==> src/rtl/sa_pkg.sv <==
// Shared constants and helpers for the output-stationary systolic multiplier.
// Defaults, FSM encoding and the out_c packing helper live here.
package sa_pkg;

  localparam int DEF_N      = 4;
  localparam int DEF_DATA_W = 4;
  localparam int DEF_ACC_W  = 10;
  localparam int DEF_K_W    = 8;

  typedef enum logic [1:0] {
    IDLE  = 2'd0,
    LOAD  = 2'd1,
    DRAIN = 2'd2,
    DONE  = 2'd3
  } sa_state_t;

  // LSB of C[i][j] inside the packed out_c bus (row-major, i*N+j).
  function automatic int c_lsb(input int i, input int j, input int n, input int acc_w);
    return (i * n + j) * acc_w;
  endfunction

endpackage

==> src/rtl/systolic_matmul_if.sv <==
// Command, operand stream and result bundle of the systolic multiplier.
// master = producer/consumer side, slave = the multiplier.
interface systolic_matmul_if
  import sa_pkg::*;
#(
  parameter int N      = DEF_N,
  parameter int DATA_W = DEF_DATA_W,
  parameter int ACC_W  = DEF_ACC_W,
  parameter int K_W    = DEF_K_W
);

  logic                    start;
  logic [K_W-1:0]          k_len;
  logic                    acc_mode;
  logic                    busy;
  logic                    in_valid;
  logic                    in_ready;
  logic [N*DATA_W-1:0]     a_col;
  logic [N*DATA_W-1:0]     b_row;
  logic                    out_valid;
  logic                    out_ready;
  logic [N*N*ACC_W-1:0]    out_c;
  logic                    overflow;

  modport master (
    output start, k_len, acc_mode, in_valid, a_col, b_row, out_ready,
    input  busy, in_ready, out_valid, out_c, overflow
  );

  modport slave (
    input  start, k_len, acc_mode, in_valid, a_col, b_row, out_ready,
    output busy, in_ready, out_valid, out_c, overflow
  );

endinterface

==> src/rtl/sa_pe.sv <==
// Systolic PE: saturating unsigned multiply-accumulate, forwards a east and b south.
// One-cycle forwarding latency; holds everything while en is low.
module sa_pe
  import sa_pkg::*;
#(
  parameter int DATA_W = DEF_DATA_W,
  parameter int ACC_W  = DEF_ACC_W
) (
  input  logic              clk,
  input  logic              res,
  input  logic              en,
  input  logic              clr,
  input  logic [DATA_W-1:0] a_in,
  input  logic [DATA_W-1:0] b_in,
  output logic [DATA_W-1:0] a_out,
  output logic [DATA_W-1:0] b_out,
  output logic [ACC_W-1:0]  acc,
  output logic              ovf
);

  logic [2*DATA_W-1:0] prod;
  logic [ACC_W:0]      sum;

  assign prod = {{DATA_W{1'b0}}, a_in} * {{DATA_W{1'b0}}, b_in};
  // One spare bit above the accumulator exposes the saturation condition.
  assign sum  = {1'b0, acc} + {{(ACC_W + 1 - 2*DATA_W){1'b0}}, prod};

  always_ff @(posedge clk or posedge res) begin
    if (res) begin
      a_out <= '0;
      b_out <= '0;
      acc   <= '0;
      ovf   <= 1'b0;
    end else if (clr) begin
      acc   <= '0;
      ovf   <= 1'b0;
    end else if (en) begin
      a_out <= a_in;
      b_out <= b_in;
      if (sum[ACC_W]) begin
        acc <= '1;
        ovf <= 1'b1;
      end else begin
        acc <= sum[ACC_W-1:0];
      end
    end
  end

endmodule

==> src/rtl/systolic_matmul.sv <==
// N x N output-stationary systolic multiplier with input skew and run-control FSM.
// Result valid K+2N-2 advances after start; input stalls and out_ready backpressure hold all state.
module systolic_matmul
  import sa_pkg::*;
#(
  parameter int N      = DEF_N,
  parameter int DATA_W = DEF_DATA_W,
  parameter int ACC_W  = DEF_ACC_W,
  parameter int K_W    = DEF_K_W
) (
  input  logic             clk,
  input  logic             res,
  systolic_matmul_if.slave io
);

  localparam int DC_W = $clog2(2*N);

  sa_state_t       state, nxt;
  logic [K_W-1:0]  k_reg;
  logic [K_W-1:0]  beat;
  logic [DC_W-1:0] dcnt;
  logic            go, clr, adv, feed;
  logic            last_beat, last_drain;

  logic [DATA_W-1:0] a_feed [N];
  logic [DATA_W-1:0] b_feed [N];
  logic [DATA_W-1:0] a_edge [N];
  logic [DATA_W-1:0] b_edge [N];
  logic [DATA_W-1:0] a_h    [N][N+1];
  logic [DATA_W-1:0] b_v    [N+1][N];
  logic [ACC_W-1:0]  acc_v  [N][N];
  logic [N*N-1:0]    ovf_v;

  // A zero-length run is treated as no request at all.
  assign go         = (state == IDLE) && io.start && (io.k_len != '0);
  assign clr        = go && !io.acc_mode;
  assign last_beat  = (beat == k_reg - K_W'(1));
  assign last_drain = (dcnt == DC_W'(2*N - 3));

  always_ff @(posedge clk or posedge res) begin
    if (res) state <= IDLE;
    else     state <= nxt;
  end

  always_comb begin
    nxt = state;
    case (state)
      IDLE:    if (go) nxt = LOAD;
      LOAD:    if (io.in_valid && last_beat) nxt = DRAIN;
      DRAIN:   if (last_drain) nxt = DONE;
      DONE:    if (io.out_ready) nxt = IDLE;
      default: nxt = IDLE;
    endcase
  end

  always_comb begin
    io.busy      = 1'b0;
    io.in_ready  = 1'b0;
    io.out_valid = 1'b0;
    adv          = 1'b0;
    feed         = 1'b0;
    case (state)
      LOAD: begin
        io.busy     = 1'b1;
        io.in_ready = 1'b1;
        feed        = 1'b1;
        adv         = io.in_valid;
      end
      DRAIN: begin
        io.busy = 1'b1;
        adv     = 1'b1;
      end
      DONE: begin
        io.busy      = 1'b1;
        io.out_valid = 1'b1;
      end
      default: ;
    endcase
  end

  always_ff @(posedge clk or posedge res) begin
    if (res) begin
      k_reg <= '0;
      beat  <= '0;
      dcnt  <= '0;
    end else if (go) begin
      k_reg <= io.k_len;
      beat  <= '0;
      dcnt  <= '0;
    end else begin
      if (state == LOAD && io.in_valid) beat <= beat + K_W'(1);
      if (state == DRAIN)               dcnt <= dcnt + DC_W'(1);
    end
  end

  // Row i / column i are delayed by i stages so beat k meets PE(i,j) at advance k+i+j.
  for (genvar i = 0; i < N; i++) begin : g_skew_row
    assign a_feed[i] = feed ? io.a_col[i*DATA_W +: DATA_W] : '0;
    assign b_feed[i] = feed ? io.b_row[i*DATA_W +: DATA_W] : '0;

    if (i == 0) begin : g_direct
      assign a_edge[i] = a_feed[i];
      assign b_edge[i] = b_feed[i];
    end else begin : g_delay
      logic [DATA_W-1:0] a_sr [i];
      logic [DATA_W-1:0] b_sr [i];

      always_ff @(posedge clk or posedge res) begin
        if (res) begin
          for (int s = 0; s < i; s++) begin
            a_sr[s] <= '0;
            b_sr[s] <= '0;
          end
        end else if (adv) begin
          a_sr[0] <= a_feed[i];
          b_sr[0] <= b_feed[i];
          for (int s = 1; s < i; s++) begin
            a_sr[s] <= a_sr[s-1];
            b_sr[s] <= b_sr[s-1];
          end
        end
      end

      assign a_edge[i] = a_sr[i-1];
      assign b_edge[i] = b_sr[i-1];
    end
  end

  for (genvar i = 0; i < N; i++) begin : g_edge
    assign a_h[i][0] = a_edge[i];
    assign b_v[0][i] = b_edge[i];
  end

  for (genvar i = 0; i < N; i++) begin : g_pe_row
    for (genvar j = 0; j < N; j++) begin : g_pe_col
      sa_pe #(
        .DATA_W (DATA_W),
        .ACC_W  (ACC_W)
      ) u_pe (
        .clk   (clk),
        .res   (res),
        .en    (adv),
        .clr   (clr),
        .a_in  (a_h[i][j]),
        .b_in  (b_v[i][j]),
        .a_out (a_h[i][j+1]),
        .b_out (b_v[i+1][j]),
        .acc   (acc_v[i][j]),
        .ovf   (ovf_v[i*N + j])
      );

      assign io.out_c[c_lsb(i, j, N, ACC_W) +: ACC_W] = acc_v[i][j];
    end
  end

  assign io.overflow = |ovf_v;

endmodule

==> src/flat_wrapper.sv <==
// flat-port wrapper written by rule: the top's interface ports become plain ports
module systolic_matmul_flat import sa_pkg::*;
#(
  parameter int N      = DEF_N,
  parameter int DATA_W = DEF_DATA_W,
  parameter int ACC_W  = DEF_ACC_W,
  parameter int K_W    = DEF_K_W
)
  (clk, res, io_start, io_k_len, io_acc_mode, io_in_valid, io_a_col, io_b_row, io_out_ready, io_busy, io_in_ready, io_out_valid, io_out_c, io_overflow);
  systolic_matmul_if #(.N(N), .DATA_W(DATA_W), .ACC_W(ACC_W), .K_W(K_W)) io_i ();
  input  logic clk;
  input  logic res;
  input wire logic [$bits(io_i.start)-1:0] io_start;
  input wire logic [$bits(io_i.k_len)-1:0] io_k_len;
  input wire logic [$bits(io_i.acc_mode)-1:0] io_acc_mode;
  input wire logic [$bits(io_i.in_valid)-1:0] io_in_valid;
  input wire logic [$bits(io_i.a_col)-1:0] io_a_col;
  input wire logic [$bits(io_i.b_row)-1:0] io_b_row;
  input wire logic [$bits(io_i.out_ready)-1:0] io_out_ready;
  output wire logic [$bits(io_i.busy)-1:0] io_busy;
  output wire logic [$bits(io_i.in_ready)-1:0] io_in_ready;
  output wire logic [$bits(io_i.out_valid)-1:0] io_out_valid;
  output wire logic [$bits(io_i.out_c)-1:0] io_out_c;
  output wire logic [$bits(io_i.overflow)-1:0] io_overflow;
  assign io_i.start = io_start;
  assign io_i.k_len = io_k_len;
  assign io_i.acc_mode = io_acc_mode;
  assign io_i.in_valid = io_in_valid;
  assign io_i.a_col = io_a_col;
  assign io_i.b_row = io_b_row;
  assign io_i.out_ready = io_out_ready;
  assign io_busy = io_i.busy;
  assign io_in_ready = io_i.in_ready;
  assign io_out_valid = io_i.out_valid;
  assign io_out_c = io_i.out_c;
  assign io_overflow = io_i.overflow;
  systolic_matmul #(.N(N), .DATA_W(DATA_W), .ACC_W(ACC_W), .K_W(K_W)) u_core (.clk(clk), .res(res), .io(io_i));
endmodule
==> config.mk <==
export PLATFORM = sky130hd
export DESIGN_NAME = systolic_matmul_flat
export DESIGN_NICKNAME = d
export VERILOG_FILES = /design/src/rtl/sa_pkg.sv /design/src/rtl/systolic_matmul_if.sv /design/src/rtl/sa_pe.sv /design/src/rtl/systolic_matmul.sv /design/src/flat_wrapper.sv
export SDC_FILE = /design/constraint.sdc
export NUM_CORES = 1
export LEC_CHECK = 0
export CAP_MARGIN = 10
export CELL_PAD_IN_SITES_DETAIL_PLACEMENT = 1
export CELL_PAD_IN_SITES_GLOBAL_PLACEMENT = 1
export CORE_ASPECT_RATIO = 1.1
export CORE_MARGIN = 3
export CORE_UTILIZATION = 43
export CTS_BUF_LIST = sky130_fd_sc_hd__clkbuf_8
export DETAILED_ROUTE_END_ITERATION = 10
export HOLD_SLACK_MARGIN = 0.1
export PLACE_DENSITY_LB_ADDON = 0.12
export SETUP_SLACK_MARGIN = 0.02
export SKIP_LAST_GASP = 1
export SYNTH_ARGS = -nofsm -noshare
export SYNTH_HDL_FRONTEND = slang
export SYNTH_SLANG_ARGS = --single-unit
==> constraint.sdc <==
create_clock -name clk -period 10.5 [get_ports clk]
set_input_delay 1.05 -clock clk [delete_from_list [all_inputs] [get_ports clk]]
set_output_delay 1.05 -clock clk [all_outputs]
set_load 0.01 [all_outputs]
# After elaboration in Yosys (flattened, before gate mapping)

Index checks and enable logic that the tools add are counted.

Register bits after elaboration: 341
Bits in latches: 0
RAM bits: 0
Memory bits (read-only): 0
Input port bits: 46
Output and inout bits: 164
Word-level logic and storage cells: 281
Memories: 0

Add/sub/neg operators: 19
Multiply operators: 16
Div/mod/pow operators: 0
Order comparisons: 0
Equality and inequality tests: 9
Shift operators: 0
Mux-type cells: 117
Bitwise logic cells: 1
Reduce and logical (&&, ||, !) cells: 47

Operators with widths:

| operator                                         | count |
|---|---|
| two-way mux 10 bit                               | 48 |
| adder 10 x 8 -> 11 bit                           | 16 |
| multiplier 4 x 4 -> 8 bit                        | 16 |
| two-way mux 1 bit                                | 51 |
| nonzero test 2 bit                               | 19 |
| AND reduction 2 bit                              | 17 |
| two-way mux 4 bit                                | 8 |
| two-way mux 8 bit                                | 2 |
| OR reduction 16 bit                              | 1 |
| adder 8 x 1 -> 8 bit, second input constant      | 1 |
| == test 8 bit                                    | 1 |
| two-way mux 2 bit                                | 4 |
| one-hot mux 2 bit (4 select lines)               | 1 |
| nonzero test 8 bit                               | 1 |
| subtractor 8 x 1 -> 8 bit, second input constant | 1 |
| two-way mux 3 bit                                | 2 |
| != test 2 x 1 -> 1 bit, second input constant    | 3 |
| logical AND 1 bit                                | 5 |
| == test 2 bit, second input constant             | 2 |
| AND reduction 4 bit                              | 1 |
| adder 3 x 1 -> 3 bit, second input constant      | 1 |
| == test 3 bit, second input constant             | 1 |
| OR reduction 3 bit                               | 1 |
| == test 2 x 1 -> 1 bit, second input constant    | 1 |
| 5 further kinds                                  | 5 |

# Logic depth before layout (Yosys ltp)

Depth after elaboration: 8
Mapped depth: 19
Gate-level depth less buffers: 16

# Hierarchy

From an unflattened synthesis, not the netlist that was laid out.

Cells, all modules: 2975
Area, all modules: 29612.2 sq um

By module, submodules not included:

| module                                           | instances | cells each | area an instance (sq um) | seq. area each (sq um) |
|---|---|---|---|---|
| sa_pe at u_core.g_pe_row[0].g_pe_col[0].u_pe ... | 9         | 165        | 1666.6                   | 475.5 |
| sa_pe at u_core.g_pe_row[2].g_pe_col[2].u_pe ... | 5         | 157        | 1602.8                   | 475.5 |
| systolic_matmul                                  | 1         | 366        | 3373.2                   | 1726.7 |
| sa_pe at u_core.g_pe_row[3].g_pe_col[3].u_pe     | 1         | 178        | 1652.8                   | 475.5 |
| sa_pe at u_core.g_pe_row[2].g_pe_col[1].u_pe     | 1         | 161        | 1572.8                   | 475.5 |

# Worst setup path before layout

No wires, ideal clock.

Path kind: reg-to-reg
Start: reg u_core.state[1]
End: reg u_core.g_pe_row[0].g_pe_col[0].u_pe.acc[9]
Setup time: 0.126 ns
Arrival: 4.212 ns
Required time: 10.374 ns
Slack: 6.162 ns
Cell stages (with the launch flop): 18
Path buffers: 3
Period minus slack after synthesis: 4.338 ns
Path through: dfrtp_1 > inv_1 > ha_1 > clkbuf_2 > clkbuf_1 > clkbuf_1 > nand3_1 > fa_1 > fa_1 > fa_1 > inv_1 > ha_1 > a21oi_1 > o21bai_1 > a211oi_1 > o21bai_1 > a211oi_1 > nor3b_1

Longest elaborated chain between the ends: 8
Elaborated cells between the ends (all ways): 16
Classes of those cells: add/sub: 1; mul: 1; eq/ne: 2; mux: 7; reduce/logical: 5

RTL lines:

| item                                        | RTL line                                     | RTL |
|---|---|---|
| start: declaration                          | systolic_matmul.sv:18                        | `sa_state_t state, nxt;` |
| start signal: assignment                    | systolic_matmul.sv:42                        | `else state <= nxt;` |
| == test 2 x 1 -> 1 bit (*)                  | --                                           |  |
| two-way mux 1 bit (*)                       | --                                           |  |
| named net io_in_ready                       | flat_wrapper.sv:21                           | `output wire logic [$bits(io_i.in_ready)-1:0] io_in_ready;` |
| two-way mux 4 bit, on equally long branches | systolic_matmul.sv:98, systolic_matmul.sv:99 |  |
| multiplier 4 x 4 -> 8 bit (*)               | sa_pe.sv:24                                  | `assign prod = {{DATA_W{1'b0}}, a_in} * {{DATA_W{1'b0}}, b_in};` |
| adder 10 x 8 -> 11 bit (*)                  | sa_pe.sv:26                                  | `assign sum = {1'b0, acc} + {{(ACC_W + 1 - 2*DATA_W){1'b0}}, prod};` |
| two-way mux 10 bit (*)                      | sa_pe.sv:40                                  | `if (sum[ACC_W]) begin` |
| two-way mux 10 bit (*)                      | sa_pe.sv:37                                  | `end else if (en) begin` |
| two-way mux 10 bit (*)                      | sa_pe.sv:34                                  | `end else if (clr) begin` |
| end signal: assignment                      | sa_pe.sv:44                                  | `acc <= sum[ACC_W-1:0];` |
| end: declaration                            | sa_pe.sv:17                                  | `output logic [ACC_W-1:0] acc,` |

Mark *: on every way through the listed nets, which the timed path passes. The rest lies on a longest branch. The select of a mux whose other input is x is not followed.
A chain may end at the register's enable or synchronous reset.

# Final worst setup path

Start: reg u_core.state[1]
End: reg u_core.g_pe_row[0].g_pe_col[2].u_pe.acc[9]

Longest elaborated chain between the ends: 5
Elaborated cells between the ends (all ways): 9
Classes of those cells: eq/ne: 2; mux: 2; reduce/logical: 5

RTL lines:

| item                                                  | RTL line |
|---|---|
| branches (longest 5 deep; another with == test 2 bit) | -- |
| end signal: assignment                                | sa_pe.sv:44 |
| end: declaration                                      | sa_pe.sv:17 |

Several ways; the timed one is not identified.

==> metrics.txt <==
All-Layer GR Usage=24.23%; post-synthesis instance area=0.02679 mm²; kind of critical path=reg2reg; PD cells=210.2 mW/mm²; cell mode on critical path=buf_4; Placer Congestion=0.8740; initial antenna violation count=6; dpl ws=5571 ps; Reg with most FFs=u_core.g_pe_row.g_pe_col.u_pe.acc; final setup TNS=0 ps; Die ar.=0.06533 mm²; Peak supply drop=0.0002536 V; Worst path top cell family by delay=buffers and inverters; reg2reg path depth=10; Max FO, Critical Path=62; fill count=7208; crit share post-route=42.55%; share of cells above drive strength 1=4.145%; Detail Route met2 WL=38970 µm; initial core utilization=43.67%; Ys Warns=0; die width=244.0 µm; skew final=37.56 ps; share of synthesized registers carrying an async set or reset=100.0%; Final min period=4468 ps; Seq/Total Area, Yosys=31.86%; root buffer cell=clkbuf_8; DR WL/cell=18.86 µm; final setup violating endpoints=0; GR Overflow Total=0; DR WL met3=2635 µm; WP data arrival=5000 ps; FMAX=0.2238 GHz; setup bufs post-CTS=0; commonest non-fill, non-tap cell in the layout=nand2_1; DRT iter0 DRCs=766; I/O pins=210; number of synthesized flops with an enable pin=0; critical-path cell list=inv_1 -> ha_2 -> buf_4 -> and2_1 -> o21a_4 -> buf_4 -> buf_4 -> and3_1 -> nand4_1 -> nor3b_1; Fin. Hold Viols=0; Post-CTS Hold Fix Bufs=0; Synth Instances=3037; met1 WL=33250 µm; DP HPWL=57020 µm; TritonRoute pass-1 iters=5; # Max-Cap Violations=0; final-stage net count=3721; hold path cells=2; htree depth=3; uppermost layer routed=met5; Tightest Pin Transition=1023 ps; CTS Buf Count=67; CP bufs+invs=4; residual DRC count=0; CP Launch Type=register; Syn Area/Cell=8.820 µm²; Net Count, Synth=3524; core footprint=0.06133 mm²; worst skew pair latency=670 ps; Synth Register Bits=341; cts repair resizes=0; port buffer count=209; vias in the first global route=24246; status=finished clean; most frequent cells in the layout=558 x nand2_1, 467 x inv_1, 341 x dfrtp_1; Sink Count=341; DR vias=21868; critical path depth=10; CP max-delay cell=buf_4; largest registers=u_core.g_pe_row.g_pe_col.u_pe.acc x160, u_core.g_pe_row.g_pe_col.u_pe.a_out x48, u_core.g_pe_row.g_pe_col.u_pe.b_out x48; ANT nets after route=0; Worst Hold Class=reg2reg; area added between synthesis and finish=15.76%; Cell Rows=95; Distinct cells, synth=56; crit end category=register; largest net degree at the start of global routing=161; vias per std cell=5.325; first-pass GRT wire length=127200 µm; Slew headroom=31.82%; ys flop type=dfrtp_1; Final Max Tran Viols=0; worst setup margin=6032 ps; max FFs per register=160; Clock Tree Buf Depth=3; CTS clk-pin slew, worst paths=60 ps; max incr delay on CP=770 ps; CTS tree=built; Leak=0.01641 µW; RSZ-0062 raised after global routing=no; Die Span Y=267.8 µm; required time of the worst setup path=11030 ps; final WL=77480 µm
## worst reg2reg max path, stage by stage (launching register included)
cell,delay [ps]
dfrtp_1,410
inv_1,120
ha_2,300
buf_4,470
and2_1,480
o21a_4,570
buf_4,650
buf_4,780
and3_1,310
nand4_1,100
nor3b_1,160
## path summary, 6_finish.rpt
kind                                                           start  slack, ps                                    endpoint
max in group asynchronous                                        res       7720                            u_core.b_edge[3]
worst max register to register                       u_core.state[1]       6030  u_core.g_pe_row[0].g_pe_col[2].u_pe.acc[9]
min in group asynchronous                                        res        990  u_core.g_pe_row[3].g_pe_col[3].u_pe.acc[8]
worst min register to register  u_core.g_skew_row[3].g_delay.a_sr[7]        470                            u_core.a_edge[3]
worst max-delay path                                 u_core.state[1]       6030  u_core.g_pe_row[0].g_pe_col[2].u_pe.acc[9]
worst min-delay path            u_core.g_skew_row[3].g_delay.a_sr[7]        470                            u_core.a_edge[3]
## per-stage QoR
stage | std cells | instance area (µm²) | hold slack, ps | utilization (%) | total power, µW
after floorplan | 3037 | 26790 | 438.6 | - | 3969
after global placement | 3989 | 29610 | 446.0 | 48.27 | 4986
after detailed placement | 3989 | 29610 | 460.3 | 48.27 | 5127
after CTS | 4105 | 31000 | 472.0 | 50.55 | 6625
after global routing | 4106 | 31010 | 496.8 | 50.55 | 7076
final | 4107 | 31010 | 470.2 | 50.56 | 6517
## cells by family (layout without fill, tap and decap cells)
kind of cell | Yosys count | after routing | synth area share [%]
simple gates | 1003 | 1003 | 17.04
buf+inv | 548 | 792 | 8.123
compound gates | 543 | 543 | 12.66
fa+ha+maj | 441 | 441 | 24.63
flops | 341 | 341 | 31.86
mux | 82 | 82 | 3.102
xor+xnor | 79 | 79 | 2.583
other cells | 0 | 2 | 0
## power by group
group          switching, µW  internal [µW]  total [µW]
sequential               475           1670        2140
combinational           1780           1150        2930
clock                    641            802        1440
## cell usage after synthesis, types with 7 or more instances
library cell	number	area, µm²
buf_2	38	190.2
xor2_1	27	236.5
nor2_1	110	412.9
o21a_1	36	270.3
and3_1	28	175.2
clkbuf_1	42	157.7
a21o_1	53	397.9
o22ai_1	14	87.58
nand3_1	52	260.3
o211ai_1	18	135.1
and2_1	182	1139
a211oi_1	31	232.7
xnor2_1	52	455.4
a21oi_1	103	515.5
nor4_1	7	43.79
o2111a_1	7	78.83
dfrtp_1	341	8533
nand2_1	559	2098
mux2_2	7	78.83
o221ai_1	14	122.6
fa_1	144	2883
o21bai_1	34	255.2
inv_1	451	1693
ha_1	297	3716
o21ai_0	193	965.9
nand4_1	16	100.1
mux2i_1	74	740.7
o211a_1	7	70.07
nor3b_1	9	67.56
nand2b_1	23	143.9
## per-layer routing
metal	global-route usage (%)	vias to the layer above
li1	-	10305
met1	29.68	11053
met2	43.39	345
met3	3.592	157
met4	9.088	8
met5	0	-
## cell type report
type | count | area (µm²) | share of cell area [%]
antenna | 2 | 5.005 | 0.01614
clock buffer | 85 | 1170 | 3.773
clock inverter | 31 | 229.0 | 0.7384
inverter | 451 | 1697 | 5.471
multi-input combinational | 2148 | 16120 | 51.99
sequential | 341 | 8533 | 27.52
tap | 824 | 1031 | 3.325
timing repair buffer | 225 | 2225 | 7.174
Power figures use the tool's default switching activity.
